===== config.mk =====
export PLATFORM = sky130hd
export DESIGN_NAME = bin_to_bcd_loader
export DESIGN_NICKNAME = d
export VERILOG_FILES = /design/src/rtl/bin_to_bcd_loader.sv
export SDC_FILE = /design/constraint.sdc
export NUM_CORES = 1
export LEC_CHECK = 0
export CAP_MARGIN = 5
export CELL_PAD_IN_SITES_DETAIL_PLACEMENT = 2
export CELL_PAD_IN_SITES_GLOBAL_PLACEMENT = 2
export CORE_MARGIN = 4
export CORE_UTILIZATION = 30
export CTS_BUF_LIST = sky130_fd_sc_hd__clkbuf_16
export DETAILED_ROUTE_END_ITERATION = 8
export PLACE_DENSITY_LB_ADDON = 0.15
export SETUP_SLACK_MARGIN = 0.05
export SYNTH_ARGS = -nofsm -noshare
export SYNTH_HDL_FRONTEND = slang
export SYNTH_SLANG_ARGS = --single-unit

===== constraint.sdc =====
create_clock -name clk -period 3.9 [get_ports clk]
set_clock_uncertainty 0.1 [all_clocks]
set_input_delay 0.585 -clock clk [delete_from_list [all_inputs] [get_ports clk]]
set_output_delay 0.585 -clock clk [all_outputs]
set_load 0.05 [all_outputs]

===== src/rtl/bin_to_bcd_loader.sv =====
// Sequential double-dabble binary-to-BCD converter that presets cascaded BCD counters via datain/loadN.
// Optional build macro BCD_SATURATE_EN: out-of-range inputs present all-9 digits instead of the truncated value.
module bin_to_bcd_loader #(
   parameter int BIN_WIDTH = 14,
   parameter int DIGITS    = 4
) (
   input  logic                  clk,
   input  logic                  reset,
   input  logic                  start,
   input  logic [BIN_WIDTH-1:0]  bin_in,
   output logic                  busy,
   output logic                  done,
   output logic                  loadN,
   output logic [4*DIGITS-1:0]   bcd_out,
   output logic                  overflow,
   output logic [1:0]            dbg_state
);

   localparam int BCD_W = 4 * DIGITS;
   localparam int CNT_W = $clog2(BIN_WIDTH + 1);
   localparam logic [CNT_W-1:0] CNT_INIT = CNT_W'(BIN_WIDTH);
   localparam logic [CNT_W-1:0] CNT_LAST = CNT_W'(1);

   function automatic logic [63:0] dec_max_f();
      logic [63:0] m;
      m = 64'd1;
      for (int d = 0; d < DIGITS; d++) begin
         m = m * 64'd10;
      end
      return m - 64'd1;
   endfunction

   localparam logic [63:0] DEC_MAX = dec_max_f();

   // Per-digit correction; the carry out of the top digit is dropped by the later shift.
   function automatic logic [BCD_W-1:0] add3_f(input logic [BCD_W-1:0] s);
      logic [BCD_W-1:0] r;
      r = s;
      for (int d = 0; d < DIGITS; d++) begin
         if (s[4*d +: 4] >= 4'd5) begin
            r[4*d +: 4] = s[4*d +: 4] + 4'd3;
         end
      end
      return r;
   endfunction

   typedef enum logic [1:0] {
      S_IDLE  = 2'd0,
      S_SHIFT = 2'd1,
      S_DONE  = 2'd2
   } state_t;

   state_t               r_state;
   state_t               w_next_state;
   logic [BIN_WIDTH-1:0] r_bin;
   logic [BCD_W-1:0]     r_scratch;
   logic [CNT_W-1:0]     r_cnt;
   logic [BCD_W-1:0]     r_bcd;
   logic                 r_overflow;
   logic                 r_ovf_pend;
   logic                 r_busy;
   logic                 r_done;
   logic                 r_load_n;
   logic [BCD_W-1:0]     w_adj;
   logic [BCD_W-1:0]     w_result;
   logic                 w_ovf;

   assign w_adj = add3_f(r_scratch);
   assign w_ovf = (64'(bin_in) > DEC_MAX);

`ifdef BCD_SATURATE_EN
   assign w_result = r_ovf_pend ? {DIGITS{4'h9}} : r_scratch;
`else
   assign w_result = r_scratch;
`endif

   always_ff @(posedge clk) begin
      if (reset) begin
         r_state <= S_IDLE;
      end else begin
         r_state <= w_next_state;
      end
   end

   always_comb begin
      w_next_state = r_state;
      case (r_state)
         S_IDLE:  if (start) w_next_state = S_SHIFT;
         S_SHIFT: if (r_cnt == CNT_LAST) w_next_state = S_DONE;
         S_DONE:  w_next_state = S_IDLE;
         default: w_next_state = S_IDLE;
      endcase
   end

   // busy covers the strobe cycle too, so it is registered one step behind the state.
   always_ff @(posedge clk) begin
      if (reset) begin
         r_bin      <= '0;
         r_scratch  <= '0;
         r_cnt      <= '0;
         r_bcd      <= '0;
         r_overflow <= 1'b0;
         r_ovf_pend <= 1'b0;
         r_busy     <= 1'b0;
         r_done     <= 1'b0;
         r_load_n   <= 1'b1;
      end else begin
         r_done   <= 1'b0;
         r_load_n <= 1'b1;
         case (r_state)
            S_IDLE: begin
               r_busy <= start;
               if (start) begin
                  r_bin      <= bin_in;
                  r_scratch  <= '0;
                  r_cnt      <= CNT_INIT;
                  r_ovf_pend <= w_ovf;
               end
            end
            S_SHIFT: begin
               r_busy               <= 1'b1;
               {r_scratch, r_bin}   <= {w_adj, r_bin} << 1;
               r_cnt                <= r_cnt - CNT_LAST;
            end
            S_DONE: begin
               r_busy     <= 1'b1;
               r_bcd      <= w_result;
               r_overflow <= r_ovf_pend;
               r_done     <= 1'b1;
               r_load_n   <= 1'b0;
            end
            default: r_busy <= 1'b0;
         endcase
      end
   end

   assign busy      = r_busy;
   assign done      = r_done;
   assign loadN     = r_load_n;
   assign bcd_out   = r_bcd;
   assign overflow  = r_overflow;
   assign dbg_state = r_state;

endmodule


Yosys cells after proc, flatten, opt, wreduce, memory -nomap -nowiden:

Index checks and enable logic that the tools add are counted.

* $add $sub $neg: 5
* magnitude comparators: 5
* equality and inequality tests: 5
* multiplexer cells: 16
* reduce and logical (&&, ||, !) cells: 6

Operators with widths (count)
* 16-bit case mux with 2 select lines: 1
* 14-bit case mux with 2 select lines: 1
* 4-bit by 3-bit greater-or-equal comparator with 1-bit output (second input constant): 4
* 16-bit 2-to-1 mux: 1
* 4-bit 2-to-1 mux: 4
* 14-bit > comparator (second input constant): 1
* 14-bit 2-to-1 mux: 1
* 4-bit by 2-bit adder with 4-bit output (second input constant): 3
* 4-bit case mux with 2 select lines: 1
* 2-bit AND reduction: 3
* 4-bit by 1-bit equality test with 1-bit output (second input constant): 1
* 2-bit 2-to-1 mux: 2
* 2-bit inequality test (second input constant): 2
* 2-bit case mux with 2 select lines: 1
* 4-bit by 1-bit subtractor with 4-bit output (second input constant): 1
* 3-bit by 2-bit adder with 3-bit output (second input constant): 1
* 3-bit 2-to-1 mux: 1
* 2-bit by 1-bit equality test with 1-bit output (second input constant): 1
* 2-bit equality test (second input constant): 1
* 2-bit logical NOT: 1
* 1-bit 2-to-1 mux: 2
* 1-bit case mux with 2 select lines: 1
* 2-bit nonzero test: 1
* 2-bit OR reduction: 1

* bits in registers: 57
* bits of input ports: 17
* output and inout port bits: 22

Longest topological paths before layout:

* word-level depth: 3
* depth in mapped cells: 7
* gate-level depth less buffers: 6

Worst setup path before layout:

OpenSTA, ideal clock, no wires.

* kind: register to register
* from: reg r_state[0] (netlist: dbg_state[0])
* to: reg r_bin[10]
* arrival time: 1853 ps
* data required time: 3668 ps
* setup slack: 1815 ps
* stages on the path, launching flop included: 7
* path buffers: 1
* clock period less this slack: 2085 ps
* cell sequence: dfxtp_1 -> inv_1 -> ha_1 -> mux2_4 -> buf_4 -> o22ai_1 -> nor3_1

* cells in the longest elaborated chain, start to end: 3

Ends and longest elaborated chain
* start: declaration: line 53 `state_t r_state;`
* start signal: assignment: line 81 `r_state <= w_next_state;`
* 2-bit by 1-bit equality test with 1-bit output / 2-bit logical NOT (equally long branches): line 110 `case (r_state)`
* 2-bit nonzero test (no line) / 2-bit inequality test (equally long branches)
* 2-bit AND reduction (no line)
* end signal: assignment: line 114 `r_bin <= bin_in;`
* end signal: assignment: line 122 `{r_scratch, r_bin} <= {w_adj, r_bin} << 1;`
* end: declaration: line 55 `logic [BIN_WIDTH-1:0] r_bin;`

Parallel ways exist; a longest one is shown, timed or not.
A chain may end at the register's enable or synchronous reset.

Final worst setup path:

* from: reg r_state[1] (netlist: dbg_state[1])
* to: reg r_scratch[8]

* cells in the longest elaborated chain, start to end: 3

Ends and longest elaborated chain
* 2-bit by 1-bit equality test with 1-bit output / 2-bit logical NOT (equally long branches): line 110
* 2-bit nonzero test (no line) / 2-bit inequality test (equally long branches)
* 2-bit AND reduction (no line)
* end signal: assignment: line 122
* end: declaration: line 56 `logic [BCD_W-1:0] r_scratch;`

Parallel ways exist; a longest one is shown, timed or not.

==> impl_metrics.csv <==
group,metric,value,unit
grt,track_usage,0.150,
drt,drt-vias-per-instance,5.03,
final_layout,fin_nets,341,
worst_setup_path,criticalPathCategory,"register to register",
sta,slew_headroom,0.214,
power,swShare,0.319,
clock_tree,cts_setup_buffers,0,
yosys,synth_nets,305,
grt,grt_pass1_vias,2300,
placement,portBuffers,38,
worst_setup_path,crit_fanout,18,
yosys,netlist_instances,272,
yosys,syn_area,2540,um2
clock_tree,htree_levels,3,
clock_tree,root_buffer,"clkbuf_16",
drt,postRouteAntennaNets,0,
sta,clock.fmax,427,MHz
yosys,ys_seq_area_frac,0.449,
sta,min_period,2340,ps
placement,pre_cts_ws,1430,ps
worst_hold_path,hp-class,"register to register",
grt,overflow,0,
final_layout,final_cell_mix,"57 x dfxtp_1, 43 x nor2_1, 37 x clkdlybuf4s50_1, 25 x mux2i_1, 16 x ha_1",
worst_setup_path,crit_path_end_kind,"register",
clock_tree,cts_tree,"done",
clock_tree,clock_sinks,57,
sta,worst_pin_slew,1180,ps
grt,grt_antenna_before_repair,0,
sta,period_share,0.601,
worst_setup_path,cp.required,4010,ps
sta,finalHoldViolations,0,
final_layout,drive_above_1_share,0.0671,
grt,grt_max_degree,41,
yosys,yosys_warnings,0,
placement,place_congestion,0.690,
outcome,status,"finished, final reports clean",
yosys,synth_seq_cells,57,
sta,grt_setup_unrepaired,"no",
worst_setup_path,cp.arrival,2450,ps
yosys,netlist.area_leader.share,0.449,
die,coreArea,8220,um2
yosys,synth.avg_cell_area,9.34,um2
clock_tree,numCtsBuffers,9,
drt,dr_total_vias,2103,
clock_tree,hold_buffers,0,
yosys,synth_cell_types,35,
die,initial_core_util,0.309,
die,chipWidth,100,um
die,die-height,100,um
worst_setup_path,cp-start-kind,"register",
sta,fin_ws,1560,ps
sta,report.final.slew_viol_count,0,
die,rows,33,
final_layout,area_delta_synth_final,30.7,%
final_layout,final_common_cell,"dfxtp_1",
sta,setup_violations,0,
clock_tree,cts_buffer_depth,2,
grt,grt_pass1_wl,11600,um
power,ir_drop,0.281,mV
sta,setup_tns,0,ps
power,intPower,1.52,mW
final_layout,antenna_cells,0,
power,power.leakage,1.27,nW
drt,drt-total-wl,6800,um
yosys,synth_area_leaders,"dfxtp_1 45%, mux2i_1 9.9%, ha_1 7.9%",
die,die_area,10000,um2
clock_tree,cts_resized,0,
power,p_seq_frac,0.335,
die,ios,39,
power,total_power,2.24,mW
power,p_sw,713,uW
flow_run,maxCapViolCount,0,
drt,wire_per_inst,16.3,um
drt,drc,0,
power,p_comb_frac,0.267,
yosys,synth_top_cell_by_area,"dfxtp_1",
clock_tree,insertion_delay,320,ps
power,clkPwrFrac,0.399,
drt,drt_iter0_markers,30,
clock_tree,path_clk_slew,50,ps
placement,post-dp-hpwl,4510,um
drt,first_pass_iters,4,
power,power_density,673,nW/um2
==> flip-flops by register name (all words and copies together) (netlist names) <==
register    cells
busy            1
r_cnt           4
dbg_state       2
r_ovf_pend      1
done            1
r_scratch      16
loadN           1
overflow        1
bcd_out        16
r_bin          14
==> metrics by stage <==
step                      cells  utilization  cell area, um2  hold slack, ps
after floorplan             272            -            2540             357
after global placement      402        0.363            2990             371
after global routing        418        0.404            3320             423
final                       418        0.404            3320             391
after CTS                   418        0.404            3320             400
after detailed placement    402        0.363            2990             387
==> cells in the mapped netlist <==
cell,n
a211oi_1,4
a21boi_2,1
a21oi_1,10
a221oi_1,1
a22o_1,8
a22oi_1,2
and2_1,1
buf_1,2
buf_2,7
buf_4,2
clkbuf_1,3
dfxtp_1,57
ha_1,16
inv_1,13
mux2_4,1
mux2i_1,25
nand2_1,10
nand2_2,1
nand2b_1,9
nand2b_2,1
nand3_1,3
nand3b_1,2
nor2_1,43
nor2_2,1
nor3_1,13
nor4_1,1
o21ai_0,7
o21ai_1,1
o22ai_1,11
o32ai_1,4
o41ai_1,3
or2_1,1
or3b_1,1
xnor2_1,4
xor2_1,3
==> logic make-up (layout without fill, tap and decap cells) <==
family,count (synthesis),in the layout,share of synthesized area
simple gates,87,87,0.157
compound gates,52,52,0.140
buf+inv,27,68,0.0463
xor+xnor,7,7,0.0241
fa+ha+maj,16,16,0.0788
flops,57,57,0.449
mux,26,26,0.104
==> critical path, stage by stage, from the launching register on <==
cell and delay, ps:
dfxtp_1 390, inv_1 110, ha_1 360, mux2_4 440
nor2_1 600, nand2_1 120, o41ai_1 90
==> power groups by stage <==
stage	Clock (mW)	Sequential, mW	Combinational (mW)
3_5_place_dp	0	0.761	0.600
3_3_place_gp	0	0.758	0.582
6_report	0.891	0.748	0.596
4_1_cts	0.920	0.751	0.611
2_1_floorplan	0	0.796	0.397
5_1_grt	0.945	0.763	0.674
==> layout make-up <==
cell class | count | area, um2
Fill cell | 905 | 4900
Multi-Input combinational cell | 188 | 1280
Sequential cell | 57 | 1140
Timing Repair Buffer | 39 | 383
Clock buffer | 9 | 225
Tap cell | 105 | 131
Clock inverter | 7 | 110
Inverter | 13 | 48.8
==> path summary, 6_finish.rpt <==
kind | from | endpoint | slack [ps] | depth (start not counted)
hold reg to reg | bcd_out[3] | bcd_out[3] | 390 | 2
setup / recovery | dbg_state[1] | r_scratch[8] | 1560 | 6
setup reg to reg | dbg_state[1] | r_scratch[8] | 1560 | 6
hold / removal | bcd_out[3] | bcd_out[3] | 390 | 2
==> metal layers <==
layer / vias to the layer above / GRT usage / share of wire
met1: 1034 / 0.174 / 0.44
met5: - / 0 / 0
li1: 1023 / - / -
met2: 35 / 0.261 / 0.50
met3: 11 / 0.0320 / 0.033
met4: 0 / 0.0715 / 0.018
Note: power is estimated with default switching activity, not from simulation.
